===== src/rtl/atm_pkg.sv =====
// Shared ATM definitions: keypad key codes and the PIN entry state encoding.
package atm_pkg;

  localparam logic [3:0] KEY_CLEAR = 4'hA;
  localparam logic [3:0] KEY_ENTER = 4'hB;

  typedef enum logic [1:0] {
    IDLE    = 2'd0,
    COLLECT = 2'd1,
    READY   = 2'd2
  } pin_state_t;

  function automatic logic is_digit(input logic [3:0] code);
    return code <= 4'd9;
  endfunction

endpackage


===== src/rtl/pin_entry_unit_idle_timer.sv =====
// Inactivity timer: counts enabled cycles without a restart and flags the
// cycle on which the count would reach TIMEOUT_CYCLES.
module idle_timer #(
  parameter int TIMEOUT_CYCLES = 1000
) (
  input  logic clk,
  input  logic reset,
  input  logic enable,
  input  logic restart,
  output logic expired
);

  localparam int CW = $clog2(TIMEOUT_CYCLES + 1);
  localparam logic [CW-1:0] LIMIT = CW'(TIMEOUT_CYCLES);
  localparam logic [CW-1:0] LAST  = CW'(TIMEOUT_CYCLES - 1);

  logic [CW-1:0] cnt_q, cnt_d;

  // expired is combinational so a key on the expiry cycle (restart) can veto it
  always_comb begin
    cnt_d   = cnt_q;
    expired = 1'b0;
    if (!enable || restart) begin
      cnt_d = '0;
    end else begin
      expired = (cnt_q == LAST);
      if (cnt_q != LIMIT) begin
        cnt_d = cnt_q + 1'b1;
      end
    end
  end

  always_ff @(posedge clk or posedge reset) begin
    if (reset) begin
      cnt_q <= '0;
    end else begin
      cnt_q <= cnt_d;
    end
  end

endmodule


===== src/rtl/pin_entry_unit.sv =====
// Keypad PIN entry front end: buffers BCD digits, compares against the account
// PIN on ENTER and reports complete attempts to the ATM controller.
//
// Handshake: key_valid is a single-cycle strobe with no back-pressure; every
// strobe is consumed on the edge that samples it, one key per cycle.
module pin_entry_unit
  import atm_pkg::*;
#(
  parameter int PIN_DIGITS     = 4,
  parameter int TIMEOUT_CYCLES = 1000
) (
  input  logic                    clk,
  input  logic                    reset,
  input  logic                    session_active,
  input  logic                    key_valid,
  input  logic [3:0]              key_code,
  input  logic [4*PIN_DIGITS-1:0] stored_pin,
  output logic                    pin_entered,
  output logic                    pin_correct,
  output logic [3:0]              digit_count,
  output logic                    entry_error,
  output logic                    entry_timeout,
  output pin_state_t              dbg_state
);

  localparam int BW = 4 * PIN_DIGITS;
  localparam logic [3:0] FULL_CNT = 4'(PIN_DIGITS);

  pin_state_t    state_q, state_d;
  logic [BW-1:0] buf_q, buf_d;
  logic [3:0]    count_q, count_d;
  logic          entered_q, entered_d;
  logic          correct_q, correct_d;
  logic          error_q, error_d;
  logic          timeout_q, timeout_d;

  logic          timer_en;
  logic          timer_expired;
  logic [BW-1:0] buf_shift;

  assign timer_en  = session_active && (state_q == COLLECT) && (count_q != 4'd0);
  assign buf_shift = (buf_q << 4) | BW'(key_code);

  idle_timer #(
    .TIMEOUT_CYCLES(TIMEOUT_CYCLES)
  ) u_idle_timer (
    .clk    (clk),
    .reset  (reset),
    .enable (timer_en),
    .restart(key_valid),
    .expired(timer_expired)
  );

  always_comb begin
    state_d   = state_q;
    buf_d     = buf_q;
    count_d   = count_q;
    entered_d = entered_q;
    correct_d = correct_q;
    error_d   = 1'b0;
    timeout_d = 1'b0;

    // Session end outranks any key sampled on the same edge
    if (!session_active) begin
      state_d   = IDLE;
      buf_d     = '0;
      count_d   = '0;
      entered_d = 1'b0;
      correct_d = 1'b0;
    end else begin
      case (state_q)
        IDLE: begin
          state_d = COLLECT;
        end

        COLLECT: begin
          if (key_valid) begin
            if (is_digit(key_code)) begin
              if (count_q != FULL_CNT) begin
                buf_d   = buf_shift;
                count_d = count_q + 4'd1;
              end else begin
                error_d = 1'b1;
              end
            end else if (key_code == KEY_CLEAR) begin
              buf_d   = '0;
              count_d = '0;
            end else if (key_code == KEY_ENTER) begin
              if (count_q == FULL_CNT) begin
                correct_d = (buf_q == stored_pin);
                entered_d = 1'b1;
                count_d   = '0;
                state_d   = READY;
              end else begin
                error_d = 1'b1;
              end
            end else begin
              error_d = 1'b1;
            end
          end else if (timer_expired) begin
            buf_d     = '0;
            count_d   = '0;
            timeout_d = 1'b1;
          end
        end

        READY: begin
          if (key_valid) begin
            if (is_digit(key_code)) begin
              entered_d = 1'b0;
              correct_d = 1'b0;
              buf_d     = BW'(key_code);
              count_d   = 4'd1;
              state_d   = COLLECT;
            end else if (key_code == KEY_CLEAR) begin
              entered_d = 1'b0;
              correct_d = 1'b0;
              buf_d     = '0;
              count_d   = '0;
              state_d   = COLLECT;
            end else begin
              error_d = 1'b1;
            end
          end
        end

        default: begin
          state_d   = IDLE;
          buf_d     = '0;
          count_d   = '0;
          entered_d = 1'b0;
          correct_d = 1'b0;
        end
      endcase
    end
  end

  always_ff @(posedge clk or posedge reset) begin
    if (reset) begin
      state_q   <= IDLE;
      buf_q     <= '0;
      count_q   <= '0;
      entered_q <= 1'b0;
      correct_q <= 1'b0;
      error_q   <= 1'b0;
      timeout_q <= 1'b0;
    end else begin
      state_q   <= state_d;
      buf_q     <= buf_d;
      count_q   <= count_d;
      entered_q <= entered_d;
      correct_q <= correct_d;
      error_q   <= error_d;
      timeout_q <= timeout_d;
    end
  end

  assign pin_entered   = entered_q;
  assign pin_correct   = correct_q;
  assign digit_count   = count_q;
  assign entry_error   = error_q;
  assign entry_timeout = timeout_q;
  assign dbg_state     = state_q;

endmodule


===== config.mk =====
export PLATFORM = sky130hd
export DESIGN_NAME = pin_entry_unit
export DESIGN_NICKNAME = d
export VERILOG_FILES = /design/src/rtl/atm_pkg.sv /design/src/rtl/pin_entry_unit_idle_timer.sv /design/src/rtl/pin_entry_unit.sv
export SDC_FILE = /design/constraint.sdc
export NUM_CORES = 1
export LEC_CHECK = 0
export ABC_AREA = 1
export CORE_MARGIN = 3
export CORE_UTILIZATION = 61
export CTS_BUF_LIST = sky130_fd_sc_hd__clkbuf_8
export CTS_CLUSTER_DIAMETER = 40
export DETAILED_ROUTE_END_ITERATION = 8
export PLACE_DENSITY = 0.88
export RECOVER_POWER = 50
export SYNTH_ARGS = -nofsm -noshare
export SYNTH_HDL_FRONTEND = slang
export SYNTH_SLANG_ARGS = --single-unit
export TNS_END_PERCENT = 5

===== constraint.sdc =====
create_clock -name clk -period 2.85 [get_ports clk]
set_clock_uncertainty 0.15 [all_clocks]
set_input_delay 0.285 -clock clk [delete_from_list [all_inputs] [get_ports clk]]
set_output_delay 0.285 -clock clk [all_outputs]
set_load 0.005 [all_outputs]

==> flow_summary.json, run 1 <==
{
  "ys.flop_type": "dfrtp_1",
  "cp_common_cell": "nand2_4",
  "worstSetupEndpoint": "buf_q[13]$_DFFE_PP0P_",
  "place.gp.congestion": 0.854,
  "initial_core_util_pct": 65.3,
  "first_iter_violations": 125,
  "slowest_stage": "dfrtp_1",
  "hold_class": "flip-flop to flip-flop",
  "n_antenna_cell": 0,
  "drive_gt1_share_pct": 12.4,
  "ys_ff_latch": 36,
  "p_leak_nw": 1.30,
  "cp_data_arrival_time_ns": 2.31,
  "cts_tree": "done",
  "layout_common_cells": "86 x nand2_1, 43 x inv_1, 36 x dfrtp_1, 30 x clkdlybuf4s50_1, 27 x nor2_1",
  "syn_nets": 357,
  "grt_first_pass_wirelength_mm": 9.21,
  "vias_per_cell": 5.38,
  "cts_hold_buf": 0,
  "r2r-start": "dbg_state[1]$_DFFE_PP0P_",
  "syn_avg_cell_area_um2": 7.55,
  "clock-sinks": 36,
  "dpl_worst_slack_ns": 0.532,
  "fin_crit_ns": 2.30,
  "post_cts_resized": 0,
  "crit_fanout": 32,
  "yosys_warnings": 0,
  "rsz0062_at_grt": "false",
  "finalNonFillerCells": 410,
  "critical_path_required_ns": 2.86,
  "start_kind": "flip-flop",
  "totalNegativeSetupSlack_ns": 0,
  "dp_hpwl_mm": 3.84,
  "routedWlPerCell_um": 12.5,
  "r2r_cells": 11,
  "clockBufferDepth": 2,
  "htree_levels": 2,
  "antenna_found_initial": 0,
  "status": "finished, violations left",
  "grt_usage_pct": 23.0,
  "worstSetupEndpointType": "flip-flop",
  "synth.distinct_cells": 29,
  "dr_total_vias": 2204,
  "grt_remaining_overflow": 0,
  "grt_max_degree": 37,
  "wl_mm": 5.11,
  "die_w_um": 69.5,
  "final_hold_viol_count": 0,
  "cts-root-buf": "clkbuf_8",
  "nets": 393,
  "path_clk_slew_ns": 0.07,
  "fillers": 296,
  "crit_chain": "inv_1 > ha_1 > nand2_4 > nor2_1 > nand2_4 > inv_4 > nand2_4 > nand2_4 > nand2_4 > nand2_1 > o21ai_1",
  "crit_start": "dbg_state[1]$_DFFE_PP0P_",
  "tightest_slew_ns": 1.89,
  "die_y_um": 69.5,
  "postRouteAntennaNets": 0,
  "r2r_end": "buf_q[13]$_DFFE_PP0P_",
  "fin_crit_sh_pct": 80.8,
  "power_density_nw_per_um2": 405,
  "cts_buffers": 5,
  "setup_viol": 0,
  "ys_seq_area_share_pct": 36.6,
  "mostFrequentLayoutCell": "nand2_1",
  "syn_area_um2": 2460,
  "max_freq_mhz": 434,
  "post-route-drc-count": 0,
  "design.core.area_um2": 3770,
  "die-area_um2": 4840,
  "grt_pass1_vias": 2196,
  "peakVddDrop_mv": 0.271,
  "boundaryPins": 34,
  "violations": "max-capacitance violations, max-slew violations",
  "synth_cells": 326,
  "synth-edff-count": 0,
  "setup_slack_ns": 0.548,
  "holdWs_ns": 0.330,
  "port_buffers": 33,
  "rrSetupSlack_ns": 0.55,
  "drv_slew": 37,
  "clk_latency_ns": 0.29,
  "total_power_w": 0.00116,
  "worstSetupPathType": "flip-flop to flip-flop",
  "slew_headroom_pct": -26.1,
  "drt_pass1_iterations": 4,
  "cts_setup_buffers": 0,
  "synth-async-reset-ratio_pct": 100,
  "syn_to_final_growth_pct": 16.8,
  "fp-row-count": 22,
  "maxCapViolations": 1,
  "crit_path_max_incr_delay_ns": 0.39,
  "dp_cells": 403
}
[sequential cells by signal (all words and copies together), names as in the netlist]
name	cells
buf_q	16
dbg_state	2
digit_count	4
entry_error	1
entry_timeout	1
pin_correct	1
pin_entered	1
u_idle_timer.cnt_q	10
[worst min-delay path by stage]
stage | from | endpoint | slack (ns) | cells after the start
after global placement | buf_q[5]$_DFFE_PP0P_ | buf_q[5]$_DFFE_PP0P_ | 0.32 | 2
after floorplan | key_valid | entry_error$_DFF_PP0_ | 0.27 | 2
final | pin_correct$_DFFE_PP0P_ | pin_correct$_DFFE_PP0P_ | 0.33 | 2
after global routing | buf_q[5]$_DFFE_PP0P_ | buf_q[5]$_DFFE_PP0P_ | 0.35 | 2
after CTS | reset | digit_count[3]$_DFFE_PP0P_ | 0.26 | 3
after detailed placement | pin_correct$_DFFE_PP0P_ | pin_correct$_DFFE_PP0P_ | 0.32 | 2
[metal layers]
| metal | GRT usage (%) | routed length, µm | up-vias | part of all wire (%) |
|---|---|---|---|---|
| met5 | 0 | 0 | - | 0 |
| met4 | 10.6 | 100 | 0 | 2.0 |
| met3 | 3.91 | 229 | 12 | 4.5 |
| met2 | 37.4 | 2440 | 52 | 48 |
| met1 | 29.7 | 2330 | 1012 | 46 |
| li1 | - | - | 1128 | - |
[area by class of cell]
| type | instances | area, µm² | share of cell area [%] |
|---|---|---|---|
| Clock buffer | 5 | 68.8 | 2.39 |
| Timing Repair Buffer | 34 | 334 | 11.6 |
| Sequential cell | 36 | 901 | 31.3 |
| Inverter | 46 | 175 | 6.09 |
| Tap cell | 48 | 60.1 | 2.09 |
| Multi-Input combinational cell | 239 | 1330 | 46.2 |
| Clock inverter | 2 | 8.76 | 0.304 |
[cell usage after synthesis (2+ instances only)]
master | number | area, µm²
nor2_1 | 26 | 97.6
nor3_1 | 3 | 15.0
a21oi_1 | 10 | 50.1
inv_2 | 3 | 11.3
o22ai_1 | 9 | 56.3
nand2_1 | 86 | 323
nor2_2 | 2 | 12.5
o21ai_1 | 3 | 15.0
xnor2_1 | 13 | 114
or2_2 | 5 | 31.3
nand4_1 | 13 | 81.3
nand3_1 | 19 | 95.1
o21ai_0 | 10 | 50.1
nand3b_1 | 2 | 15.0
nor2_4 | 3 | 33.8
dfrtp_1 | 36 | 901
inv_1 | 42 | 158
ha_1 | 7 | 87.6
nand2_2 | 3 | 18.8
o21ai_2 | 15 | 131
nand2_4 | 5 | 56.3
buf_6 | 4 | 45.0
[metrics by stage]
stage | utilization (%) | cell area (µm²)
5_1_grt | 76.3 | 2880
3_3_place_gp | 74.5 | 2810
2_1_floorplan | - | 2460
6_report | 76.3 | 2880
3_5_place_dp | 74.5 | 2810
4_1_cts | 76.6 | 2890
[critical path, delay by kind of cell (launching register included)]
| kind | cells | cell delay, ns |
|---|---|---|
| simple gates | 7 | 1.07 |
| flops | 1 | 0.39 |
| fa+ha+maj | 1 | 0.25 |
| buf+inv | 2 | 0.21 |
| compound gates | 1 | 0.08 |
[report_power, final]
group	internal (W)	switching [W]	total [W]
clock network	0.000163	0.000181	0.000343
logic	0.000104	0.000181	0.000286
registers	0.000525	0.0000106	0.000535
[cells by family after synthesis]
family                     share of synthesized area [%]
DFF                                                 36.6
adders and majority gates                           3.56
AOI/OAI and AO/OA                                   13.2
and+or+nand+nor                                     32.5
xor gates and xnor gates                            4.98
buffers and inverters                               9.15
Note: power is estimated with default switching activity, not from simulation.
==> inputs of run 2 (changes only) <==
CORE_UTILIZATION = 51   (was 61)
PLACE_DENSITY = 0.78   (was 0.88)
clock period = 2.1 ns   (was 2.85 ns; I/O delays follow)
==> run 2 against run 1 <==
Total power increased by 43%. Flip-flop and latch count unchanged. Clock power rose by 52%. Hold slack better by 0.0042 ns. Sequential power up 36%. The flow now finishes without violations. Final cell count up 3.7%. Non-clock buffer count up 10. Highest routed layer unchanged. Register-to-register slack got worse by 0.39 ns. Die area increased by 18%. Wire length rose by 5.3%.
==> flow_summary.json, run 2 (synthesized netlist as in run 1, its figures left out) <==
{
  "fp-row-count": 24,
  "grt_first_pass_wirelength_mm": 9.09,
  "totalNegativeSetupSlack_ns": 0,
  "die-area_um2": 5700,
  "post-route-drc-count": 0,
  "p_leak_nw": 1.36,
  "status": "complete, no violations",
  "power_density_nw_per_um2": 556,
  "worstSetupEndpointType": "flip-flop",
  "grt_usage_pct": 20.6,
  "place.gp.congestion": 0.821,
  "syn_to_final_growth_pct": 21.9,
  "die_w_um": 75.5,
  "fin_crit_sh_pct": 92.3,
  "grt_remaining_overflow": 0,
  "design.core.area_um2": 4500,
  "dp_hpwl_mm": 4.02,
  "cts_hold_buf": 0,
  "mostFrequentLayoutCell": "nand2_1",
  "drt_pass1_iterations": 5,
  "multi_input_comb_area_um2": 1350,
  "critical_path_required_ns": 2.12,
  "start_kind": "flip-flop",
  "setup_slack_ns": 0.161,
  "fillers": 382,
  "rsz0062_at_grt": "false",
  "fin_crit_ns": 1.94,
  "fin_util_pct": 66.6,
  "clock-sinks": 36,
  "nets": 403,
  "n_antenna_cell": 0,
  "cp_data_arrival_time_ns": 1.96,
  "boundaryPins": 34,
  "drv_slew": 0,
  "cts_buffers": 5,
  "postRouteAntennaNets": 0,
  "port_buffers": 33,
  "die_y_um": 75.5,
  "crit_chain": "inv_1 > ha_1 > nand3_1 > nor2_1 > nor2_1 > nor2_4 > nand3_2 > nand2_1 > nand2_1",
  "final_hold_viol_count": 0,
  "dpl_worst_slack_ns": 0.0488,
  "setup_viol": 0,
  "crit_path_max_incr_delay_ns": 0.46,
  "grt_pass1_vias": 2072,
  "drive_gt1_share_pct": 15.8,
  "regMostFlops": "buf_q",
  "maxCapViolations": 0,
  "clockBufferDepth": 2,
  "peakVddDrop_mv": 0.433,
  "vias_per_cell": 5.24,
  "cts-root-buf": "clkbuf_8",
  "htree_levels": 2,
  "slowest_stage": "dfrtp_1",
  "grt_max_degree": 37,
  "layout_common_cells": "86 x nand2_1, 42 x inv_1, 36 x dfrtp_1, 29 x clkdlybuf4s50_1, 26 x nor2_1",
  "clk_latency_ns": 0.29,
  "dr_total_vias": 2226,
  "path_clk_slew_ns": 0.08,
  "antenna_found_initial": 0,
  "ff_latch_area_um2": 901,
  "cts_tree": "done",
  "tightest_slew_ns": 0.949,
  "crit_fanout": 7,
  "cp.buffers_inverters": 1,
  "slew_headroom_pct": 36.8,
  "cp_top_family": "simple AND/OR/NAND/NOR gates",
  "initial_core_util_pct": 54.7,
  "worstSetupPathType": "flip-flop to flip-flop",
  "hold_class": "flip-flop to flip-flop",
  "largest_reg_flops": 16,
  "max_freq_mhz": 516,
  "routedWlPerCell_um": 12.7,
  "wl_mm": 5.38,
  "first_iter_violations": 88
}
run 2: per-stage QoR:
stage / power [W] / hold slack, ns / instance area (µm²) / instances
6_report: 0.00167 / 0.335 / 3000 / 425
3_3_place_gp: 0.00115 / 0.316 / 2900 / 417
3_5_place_dp: 0.00116 / 0.321 / 2900 / 417
4_1_cts: 0.00167 / 0.198 / 3000 / 425
2_1_floorplan: 0.00103 / 0.195 / 2460 / 326
5_1_grt: 0.00176 / 0.359 / 3000 / 425
run 2: layout make-up:
cell class	count	area share, %
clock buffers	6	2.75
clock inverters	2	0.333
inverters	46	5.84
multi-input cells	239	44.8
flip-flops and latches	36	30.0
well taps	52	2.17
repair buffers	44	14.1
run 2: report_power, final:
| part | internal, W | leakage (nW) | switching, W |
|---|---|---|---|
| Sequential | 0.000712 | 0.501 | 0.0000147 |
| Combinational | 0.000163 | 0.810 | 0.000258 |
| Clock | 0.000262 | 0.0510 | 0.000259 |
| Total | 0.00114 | 1.36 | 0.000532 |
run 2: worst register-to-register path, stage by stage (launching register included):
cell	delay [ns]
dfrtp_1	0.46
inv_1	0.09
ha_1	0.17
nand3_1	0.14
nor2_1	0.28
nor2_1	0.12
nor2_4	0.15
nand3_2	0.12
nand2_1	0.09
nand2_1	0.06
run 2: worst paths after layout:
path,depth (start not counted),from,slack (ns),to
setup / recovery,9,digit_count[0]$_DFFE_PP0P_,0.16,digit_count[2]$_DFFE_PP0P_
hold / removal,2,buf_q[5]$_DFFE_PP0P_,0.33,buf_q[5]$_DFFE_PP0P_
setup reg to reg,9,digit_count[0]$_DFFE_PP0P_,0.16,digit_count[2]$_DFFE_PP0P_
hold reg to reg,2,buf_q[5]$_DFFE_PP0P_,0.33,buf_q[5]$_DFFE_PP0P_
max in group asynchronous,3,reset,0.71,buf_q[10]$_DFFE_PP0P_
min in group asynchronous,3,reset,0.49,u_idle_timer.cnt_q[5]$_DFFE_PP0P_
run 2: timing repair:
action                                  4_1_cts  5_1_grt
buffers inserted                              0        0
endpoints found under the setup margin        0       16
gates resized for setup                       0        1
hold endpoints to repair                      0        0
run 2: routing by layer:
layer | global-route usage (%) | up-vias | wire length [µm]
li1 | - | 1146 | -
met5 | 0 | - | 0
met1 | 27.0 | 1030 | 2460
met4 | 4.85 | 0 | 41
met3 | 3.96 | 5 | 172
met2 | 35.4 | 45 | 2700
==> inputs of run 3 (changes only) <==
--- a/constraint.sdc
+++ b/constraint.sdc
@@ -4,2 +4,2 @@
 set_output_delay 0.21 -clock clk [all_outputs]
-set_load 0.005 [all_outputs]
+set_load 0.05 [all_outputs]
==> run 3 against run 2 <==
Hold slack improved by 0.0031 ns. Via count decreased by 0.49%. Global-route usage increased by 0.63 points. Register-to-register slack better by 0.03 ns. Sequential power is essentially flat. Final area rose by 2.3%. Flip-flop and latch count stayed put. Non-clock buffer count up 1. Critical path depth down 8. Critical endpoint is now digit_count[2]. Largest cell class unchanged.
==> flow_summary.json, run 3 (synthesized netlist as in run 1, its figures left out) <==
{
  "cts_tree": "done",
  "dr_total_vias": 2215,
  "largest_reg_flops": 16,
  "r2r-start": "dbg_state[1]$_DFFE_PP0P_",
  "crit_path_max_incr_delay_ns": 0.85,
  "drv_slew": 0,
  "drt_pass1_iterations": 4,
  "port_buffers": 33,
  "dp_hpwl_mm": 4.04,
  "power_density_nw_per_um2": 671,
  "grt_max_degree": 37,
  "hold_class": "flip-flop to flip-flop",
  "cp_data_arrival_time_ns": 1.60,
  "seqPwrFrac_pct": 35.2,
  "cts_buffers": 5,
  "tightest_slew_ns": 0.930,
  "placed_cell_area_um2": 2910,
  "pwr-share-clk_pct": 41.5,
  "die-area_um2": 5700,
  "clk_latency_ns": 0.29,
  "design.core.area_um2": 4500,
  "final_area_um2": 3070,
  "totalNegativeSetupSlack_ns": 0,
  "crit_chain": "clkdlybuf4s50_1",
  "die_w_um": 75.5,
  "worstSetupPathType": "flip-flop to output port",
  "wl_mm": 5.50,
  "switching_share_pct": 28.6,
  "holdWs_ns": 0.338,
  "path_clk_slew_ns": 0.08,
  "status": "complete, no violations",
  "htree_levels": 2,
  "fillers": 363,
  "maxCapViolations": 0,
  "fin_util_pct": 68.2,
  "fp-row-count": 24,
  "boundaryPins": 34,
  "routedWlPerCell_um": 12.9,
  "crit_start": "digit_count[2]$_DFFE_PP0P_",
  "finalNonFillerCells": 426,
  "p_sw_w": 0.000590,
  "crit_fanout": 7,
  "worstSetupEndpointType": "output port",
  "clockBufferDepth": 2,
  "rrSetupSlack_ns": 0.19,
  "r2r_cells": 12,
  "dp_cells": 418,
  "max_freq_mhz": 509,
  "met3_usage_pct": 4.88,
  "min_to": "buf_q[5]$_DFFE_PP0P_",
  "min_from": "buf_q[5]$_DFFE_PP0P_",
  "rsz0062_at_grt": "false",
  "syn_to_final_growth_pct": 24.7,
  "start_kind": "flip-flop",
  "fin_crit_sh_pct": 93.5,
  "cp_top_family": "buffers and inverters",
  "post-route-drc-count": 0,
  "final_hold_viol_count": 0,
  "fin_crit_ns": 1.96,
  "grt_pass1_vias": 2091,
  "nets": 404,
  "p_leak_nw": 1.38,
  "slew_headroom_pct": 38.0,
  "peakVddDrop_mv": 0.550,
  "critical_path_required_ns": 1.74,
  "layout_common_cells": "86 x nand2_1, 42 x inv_1, 36 x dfrtp_1, 32 x clkdlybuf4s50_1, 26 x nor2_1",
  "slowest_stage": "clkdlybuf4s50_1",
  "initial_core_util_pct": 54.7,
  "n_antenna_cell": 0,
  "regMostFlops": "buf_q",
  "cp.buffers_inverters": 1,
  "grt_remaining_overflow": 0,
  "grt_usage_pct": 21.3,
  "setup_viol": 0,
  "use_met2_pct": 36.1,
  "drive_gt1_share_pct": 15.8,
  "internal_power_w": 0.00147,
  "cts_hold_buf": 0,
  "clock-sinks": 36,
  "vias_per_cell": 5.20,
  "postRouteAntennaNets": 0,
  "die_y_um": 75.5,
  "cts_setup_buffers": 0,
  "p_comb_share_pct": 23.4,
  "hold_depth": 2,
  "post_cts_resized": 0,
  "antenna_found_initial": 0,
  "mostFrequentLayoutCell": "nand2_1",
  "first_iter_violations": 74,
  "cts-root-buf": "clkbuf_8",
  "r2r_end": "digit_count[2]$_DFFE_PP0P_",
  "use_met1_pct": 26.7,
  "busiest_layer": "met2",
  "grt_first_pass_wirelength_mm": 9.27,
  "place.gp.congestion": 0.824
}
-- run 3: cell count changes in the layout (fill, tap and decap cells not counted), sizes merged --
cell	before	now
bufinv	0	3
clkdlybuf4s50	29	32
clkinv	2	0
dlygate4sd3	4	1
-- run 3: per-stage QoR --
| stage | setup WS, ns | power (W) |
|---|---|---|
| detailed placement | 0.0451 | 0.00121 |
| floorplan | 0.0290 | 0.00108 |
| global route | 0.0460 | 0.00216 |
| CTS | 0.0825 | 0.00207 |
| global placement | 0.0616 | 0.00120 |
| finish | 0.137 | 0.00206 |
-- run 3: layout make-up --
class / count / area (µm²) / share of cell area [%]
Inverter: 46 / 175 / 5.70
Sequential cell: 36 / 901 / 29.3
Clock buffer: 5 / 68.8 / 2.24
Multi-Input combinational cell: 239 / 1350 / 43.8
Tap cell: 52 / 65.1 / 2.12
Timing Repair Buffer: 45 / 427 / 13.9
Clock inverter: 3 / 90.1 / 2.93
-- run 3: worst max-delay path by stage --
stage	to	slack (ns)	cells past startpoint
finish	digit_count[2]	0.14	1
global route	digit_count[3]$_DFFE_PP0P_	0.05	9
CTS	buf_q[10]$_DFFE_PP0P_	0.08	10
detailed placement	buf_q[2]$_DFFE_PP0P_	0.05	10
global placement	buf_q[9]$_DFFE_PP0P_	0.06	9
floorplan	buf_q[1]$_DFFE_PP0P_	0.03	12
-- run 3: power groups by stage --
stage	registers (W)	logic (W)	clock network, W
floorplan	0.000792	0.000286	0
global placement	0.000738	0.000465	0
detailed placement	0.000739	0.000473	0
CTS	0.000726	0.000476	0.000873
global route	0.000728	0.000522	0.000909
finish	0.000725	0.000482	0.000855
-- run 3: routing by layer --
metal / share of wire (%) / vias up
li1: - / 1145
met4: 0.87 / 0
met2: 51 / 57
met5: 0 / -
met3: 5.0 / 4
met1: 43 / 1009
